**src/rtl/clk_div_bank.sv**
```systemverilog
// clk_div_bank: NUM_CH independent programmable clock dividers.
// Each channel produces a one-cycle tick enable and a square wave that
// toggles on every tick. Divisor writes are held in a shadow register and
// applied at the channel's next wrap, or immediately on clr.
`timescale 1ns/1ps

module clk_div_bank #(
   parameter int NUM_CH  = 4,
   parameter int CNT_W   = 27,
   parameter int DEF_DIV = 25000000
) (
   input  logic              clk,
   input  logic              rst_n,
   input  logic              en,
   input  logic              clr,
   input  logic              cfg_we,
   input  logic [3:0]        cfg_ch,
   input  logic [CNT_W-1:0]  cfg_div,
   output logic [NUM_CH-1:0] cfg_pend,
   output logic [NUM_CH-1:0] tick,
   output logic [NUM_CH-1:0] sq
);

   localparam logic [CNT_W-1:0] DEF_DIV_W = CNT_W'(DEF_DIV);

   genvar gi;
   generate
      for (gi = 0; gi < NUM_CH; gi++) begin : g_ch
         logic [CNT_W-1:0] cnt_reg, cnt_next;
         logic [CNT_W-1:0] act_div_reg, act_div_next;
         logic [CNT_W-1:0] shd_div_reg, shd_div_next;
         logic             pend_reg, pend_next;
         logic             tick_reg, tick_next;
         logic             sq_reg, sq_next;
         logic             wr_hit;
         logic             wrap;

         // Out-of-range channel numbers never match any gi, so they are ignored.
         assign wr_hit = cfg_we && (cfg_ch == 4'(gi));
         // Full-width equality; a zero divisor never wraps.
         assign wrap   = (act_div_reg != '0) && (cnt_reg == act_div_reg - CNT_W'(1));

         // Next-state: clr beats en; a write on the same edge as an
         // application lands in the shadow and stays pending.
         always_comb begin
            cnt_next     = cnt_reg;
            act_div_next = act_div_reg;
            shd_div_next = shd_div_reg;
            pend_next    = pend_reg;
            tick_next    = 1'b0;
            sq_next      = sq_reg;
            if (clr) begin
               cnt_next = '0;
               sq_next  = 1'b0;
               if (wr_hit) begin
                  act_div_next = cfg_div;
                  shd_div_next = cfg_div;
                  pend_next    = 1'b0;
               end else if (pend_reg) begin
                  act_div_next = shd_div_reg;
                  pend_next    = 1'b0;
               end
            end else begin
               if (en) begin
                  if (act_div_reg == '0) begin
                     // Disabled channel: no wrap needed to pick up a new divisor.
                     cnt_next = '0;
                     if (pend_reg) begin
                        act_div_next = shd_div_reg;
                        pend_next    = 1'b0;
                     end
                  end else if (wrap) begin
                     cnt_next  = '0;
                     tick_next = 1'b1;
                     sq_next   = ~sq_reg;
                     if (pend_reg) begin
                        act_div_next = shd_div_reg;
                        pend_next    = 1'b0;
                     end
                  end else begin
                     cnt_next = cnt_reg + CNT_W'(1);
                  end
               end
               if (wr_hit) begin
                  shd_div_next = cfg_div;
                  pend_next    = 1'b1;
               end
            end
         end

         // Channel state registers with asynchronous reset to the default divisor.
         always_ff @(posedge clk or negedge rst_n) begin
            if (!rst_n) begin
               cnt_reg     <= '0;
               act_div_reg <= DEF_DIV_W;
               shd_div_reg <= DEF_DIV_W;
               pend_reg    <= 1'b0;
               tick_reg    <= 1'b0;
               sq_reg      <= 1'b0;
            end else begin
               cnt_reg     <= cnt_next;
               act_div_reg <= act_div_next;
               shd_div_reg <= shd_div_next;
               pend_reg    <= pend_next;
               tick_reg    <= tick_next;
               sq_reg      <= sq_next;
            end
         end

         assign cfg_pend[gi] = pend_reg;
         assign tick[gi]     = tick_reg;
         assign sq[gi]       = sq_reg;
      end
   endgenerate

endmodule

```
**config.mk**
```make
export PLATFORM = sky130hd
export DESIGN_NAME = clk_div_bank
export DESIGN_NICKNAME = d
export VERILOG_FILES = /design/src/rtl/clk_div_bank.sv
export SDC_FILE = /design/constraint.sdc
export NUM_CORES = 1
export LEC_CHECK = 0
export ABC_CLOCK_PERIOD_IN_PS = 3550
export BUFFER_PORTS_ARGS = -buffer_cell sky130_fd_sc_hd__buf_2
export CORE_ASPECT_RATIO = 0.8
export CORE_MARGIN = 10
export CORE_UTILIZATION = 44
export CTS_BUF_LIST = sky130_fd_sc_hd__clkbuf_8
export DETAILED_ROUTE_END_ITERATION = 12
export MAX_ROUTING_LAYER = met4
export PLACE_DENSITY = 0.59
export SLEW_MARGIN = 40
export SYNTH_ARGS = -nofsm -noshare
export SYNTH_HDL_FRONTEND = slang
export SYNTH_SLANG_ARGS = --single-unit
```
**constraint.sdc**
```tcl
create_clock -name clk -period 3.55 [get_ports clk]
set_input_delay 0.5325 -clock clk [delete_from_list [all_inputs] [get_ports clk]]
set_output_delay 0.5325 -clock clk [all_outputs]
set_load 0.05 [all_outputs]
```
# After elaboration in Yosys (flattened, before gate mapping)
# Cells that the tools add are included.
[op_classes] add_sub_neg=8 eq_ne=11 muxes=92 n_bitwise=4 n_reduce_logical=46
[op_table] operator="$mux 27" n=40
[op_table] operator="$add 27x1->27 const B" n=4
[op_table] operator="$eq 27x27->1" n=4
[op_table] operator="$logic_not 27->1" n=4
[op_table] operator="$reduce_bool 27->1" n=4
[op_table] operator="$sub 27x1->27 const B" n=4
[op_table] operator="$mux 1" n=52
[op_table] operator="$reduce_bool 3->1" n=8
[op_table] operator="$reduce_and 2->1" n=8
[op_table] operator="$reduce_bool 4->1" n=4
[op_table] operator="$reduce_and 3->1" n=4
[op_table] operator="$reduce_bool 2->1" n=5
[op_table] operator="$eq 4x2->1 const B" n=2
[op_table] operator="$logic_and 1x1->1" n=8
[op_table] operator="$ne 2x2->1 const B" n=4
[op_table] operator="$eq 4x1->1 const B" n=1
[op_table] operator="$logic_not 4->1" n=1
[op_table] operator="$not 1->1" n=4
[totals] ff_bits=336 in_bits=36 output_inout_bits=12 elab_cells=185

# Depth between registers and ports, before layout
[logic_depth] depth_word=8 depth_mapped=14 mapped_depth_nobuf=11

# Worst setup path before layout
# OpenSTA, ideal clock, no wires.
[synth_path] kind="reg2reg" from="register g_ch[3].act_div_reg[19]" to="register g_ch[3].cnt_reg[4]" setup_time_ps=124 arrival_ps=3477 t_required_ps=3426 path_slack_ps=-51 path_stages_with_launch=12 n_path_buf=2 period_less_slack_ps=3601 path_cell_list="dfstp_2 > buf_6 > or4_4 > or4_1 > or4_1 > a32oi_1 > nand4_1 > o41ai_4 > or2_2 > buf_6 > nor3_1 > a211o_1"
[synth_via] elab_chain_len=7 word_cells_on_any_way=9 classes_between="add/sub (1); eq/ne (1); mux (4); reduce/logical (3)"
[synth_rtl] element="start, declared" line="30" text="logic [CNT_W-1:0] act_div_reg, act_div_next;"
[synth_rtl] element="start signal, assigned" line="102" text="act_div_reg <= act_div_next;"
[synth_rtl] element="$sub 27x1->27" line="41" text="assign wrap = (act_div_reg != '0) && (cnt_reg == act_div_reg - CNT_W'(1));"
[synth_rtl] element="$eq 27x27->1" line="41"
[synth_rtl] element="$logic_and 1x1->1" line="41"
[synth_rtl] element="$mux 27" line="72" text="end else if (wrap) begin"
[synth_rtl] element="$mux 27 (*)" line="65" text="if (act_div_reg == '0) begin"
[synth_rtl] element="$mux 27 (*)" line="64" text="if (en) begin"
[synth_rtl] element="$mux 27 (*)" line="52" text="if (clr) begin"
[synth_rtl] element="end signal, assigned" line="101" text="cnt_reg <= cnt_next;"
[synth_rtl] element="end, declared" line="29" text="logic [CNT_W-1:0] cnt_reg, cnt_next;"
# Mark *: on every way between the ends. The rest lies on a longest branch, timed or not. The select of a mux whose other input is x is not followed.
# A chain may end at the register's enable or synchronous reset.

# Final worst setup path
[layout_path] from="register g_ch[1].act_div_reg[1]" to="register g_ch[1].act_div_reg[20]"
[layout_via] elab_chain_len=5 word_cells_on_any_way=10 classes_between="add/sub (1); eq/ne (1); mux (3); reduce/logical (5)"
[layout_rtl] element="start, declared" line="30"
[layout_rtl] element="start signal, assigned" line="102"
[layout_rtl] element="$sub 27x1->27" line="41"
[layout_rtl] element="$eq 27x27->1" line="41"
[layout_rtl] element="$logic_and 1x1->1" line="41"
[layout_rtl] element="$reduce_bool 3->1 (no line)"
[layout_rtl] element="$reduce_and 2->1 (no line)"
# Several ways; a longest one is shown, not always the timed one. The select of a mux whose other input is x is not followed.

==> impl_metrics.csv <==
group,metric,value,unit
outcome,status,"completed",
job,maxCapViolCount,0,
worst_setup_path,reg2reg_depth,14,
worst_setup_path,arrival,4.10,ns
floorplanning,num_rows,69,
timing,finClkSkew,0.03427,ns
timing,final-hold-violation-count,0,
timing,slew_viol_final,0,
floorplanning,fp.dieH,210.1,microns
synth,synthCells,2196,
timing,worst_pin_slew,0.7779,ns
floorplanning,dieWidth,257.7,microns
cts,cts_max_level,2,
routing,detail-route-antenna-nets,0,
floorplanning,core-area,44550,sq um
timing,rsz0062_at_grt,"yes",
synth,synth_top_family_by_area,"simple AND/OR/NAND/NOR gates",
synth,synth.area.mux_share,3.411,%
place,hpwlAfterDp,40.16,mm
synth,synth_top_area_share,30.21,%
timing,worst_slack,0.03449,ns
place,portBuffers,47,
worst_setup_path,worstSetupEndpointType,"register",
cts,cts.sinks,336,
worst_hold_path,whs_path_depth,3,
routing,firstDrtPassIters,5,
worst_hold_path,hp-class,"input port to register",
worst_setup_path,required,4.14,ns
synth,yosys.area_share.simple,24.56,%
worst_setup_path,cp_max_fo,7,
floorplanning,ios,48,
worst_setup_path,reg2reg_from,"g_ch[1].act_div_reg[1]",
synth,synth-compound-area-share,17.62,%
floorplanning,design.die.area,54140,sq um
timing,setup_tns,0,ns
layout,stdcell_count,2933,
synth,synth_area_per_cell,9.053,sq um
synth,synth_ff_type,"dfrtp_1",
synth,synth_area_leaders,"dfrtp_1 (30%), dfstp_2 (13%), nand2_1 (6.0%)",
cts,path_clk_slew,0.06,ns
cts,cts_buffers,57,
synth,synth.distinct_cells,87,
routing,vias,17400,
synth,yosysTopAreaCell,"dfrtp_1",
grt,grt_pass1_wl,94.33,mm
grt,antenna_found_initial,3,
timing,layout_min_cycle_time,3.516,ns
routing,viasPerCell,5.933,
pwr,powerDensity,599.7,nW/um^2
cts,cts_tree,"built",
timing,setup_viol,0,
worst_setup_path,rr_endpoint,"g_ch[1].act_div_reg[20]",
routing,drt-total-wl,60.30,mm
worst_hold_path,min_from,"cfg_div[6]",
synth,ys_seq_area_share,42.90,%
synth,synthTopCellsByCount,"nand2_1 (316), dfrtp_1 (240), o21ai_0 (166)",
layout,area_delta_synth_final,16.34,%
synth,synth.most_common_cell,"nand2_1",
place,pre_cts_slack,-0.02204,ns
pwr,leakage,0.009689,uW
routing,drc,0,
grt,grt_start_max_net_pins,86,
layout,finalNetCount,2325,
cts,clock_latency,0.68,ns
place,gp_congestion,0.9023,
worst_setup_path,crit_path_start_kind,"register",
worst_setup_path,crit_type,"register to register",
floorplanning,initial_core_util,44.63,%
synth,postSynthRegisterBits,336,
synth,syn_nets,2244,
timing,max_freq,284.5,MHz
synth,yosysWarnings,0,
synth,syn_area,19880,sq um
routing,wl_per_cell,20.56,microns
place,place_inst,2796,
pwr,peakVddDrop,0.3978,mV
synth,synth_fa_ha_area_share,0.7552,%
grt,overflow,0,
routing,drt_iter0_drc,1536,
grt,grt_pass1_vias,16520,
cts,cts.path.max_buffers,3,
worst_hold_path,holdPathEnd,"g_ch[2].shd_div_reg[6]",
layout,drive_above_1_share,22.32,%
worst_setup_path,reg2reg_slack,0.03,ns
synth,synth_xor_area_share,6.520,%
timing,period_share,99.03,%
synth,synth_edf_count,0,
synth,async_flop_share,100.0,%
cts,cts_root_buf,"clkbuf_8",
timing,slew_headroom,48.02,%
grt,grtUsageTotal,22.05,%
cell usage in the layout (no fill, tap or decap), types with 62 or more instances in the layout:
cell type	instances
nand3b_1	72
clkbuf_8	72
dfstp_2	96
xnor2_1	86
nand2_1	316
dfrtp_1	239
xor2_1	62
nor2_1	74
nand3_1	120
buf_4	110
o21ai_0	164
a21oi_1	62
worst max-delay path: stages (launching register included):
cell,delay [ns]
dfrtp_1,0.38
inv_2,0.09
ha_4,0.13
or3b_4,0.37
or3_4,0.40
or4_4,0.42
o21ai_2,0.16
o211ai_1,0.17
nor4_2,0.36
buf_4,0.17
a21oi_4,0.06
a211oi_4,0.27
buf_6,0.16
clkbuf_16,0.16
a2bb2oi_2,0.14
report_power, final:
part,internal [uW],switching [uW]
combinational,2240,2360
clock,1960,1710
sequential,4760,833
total,8970,4900
cells by family (layout without fill, tap and decap cells):
family,after synthesis,after routing
and+or+nand+nor,930,931
AOI/OAI and AO/OA,509,510
DFF,336,336
buffers and inverters,200,327
xor gates and xnor gates,148,148
muxes,61,61
adders and majority gates,12,12
other,0,5
final cells by class:
type	count	area, sq um
multi-input combinational	1662	10910
fill	4201	21420
clock buffer	72	991.0
sequential	336	8529
tap	603	754.5
timing repair buffer	183	1590
clock inverter	35	201.4
inverter	37	138.9
antenna	5	12.51
metal layers:
metal / share of wire [%] / GRT usage [%]
met5: 0 / -
met4: 2.1 / 6.420
met3: 6.3 / 4.441
met2: 42 / 30.89
met1: 49 / 31.58
metrics by stage:
stage | utilization [%] | hold slack, ns | total power, uW | area, sq um
6_report | 51.92 | 0.1979 | 13870 | 23130
5_1_grt | 51.92 | 0.1779 | 14690 | 23130
4_1_cts | 50.77 | 0.1410 | 13630 | 22620
3_5_place_dp | 47.66 | 0.4455 | 9790 | 21230
3_3_place_gp | 47.62 | 0.4438 | 9690 | 21220
2_1_floorplan | - | 0.2369 | 8182 | 19880
timing repair:
item	in CTS	in global routing
resized for setup	14	65
hold buffers	1	0
endpoints found under the hold margin	59	0
cloned	3	6
setup endpoints to repair	44	184
buffers inserted	2	13
pin swaps	4	17
worst max path at each step:
stage                           startpoint                      end  slack, ns  cells after the start
finish              g_ch[1].act_div_reg[1]  g_ch[1].act_div_reg[20]       0.03                     14
global route        g_ch[1].act_div_reg[1]  g_ch[1].act_div_reg[21]      -0.08                     14
CTS                 g_ch[1].act_div_reg[0]  g_ch[1].act_div_reg[16]     -0.003                     13
detailed placement  g_ch[1].act_div_reg[0]   g_ch[1].act_div_reg[5]      -0.02                     13
global placement    g_ch[3].act_div_reg[3]   g_ch[3].act_div_reg[1]      -0.04                     11
floorplan           g_ch[1].act_div_reg[0]  g_ch[1].act_div_reg[14]     0.0005                     12
No activity file was read; power rests on OpenSTA's default activity.
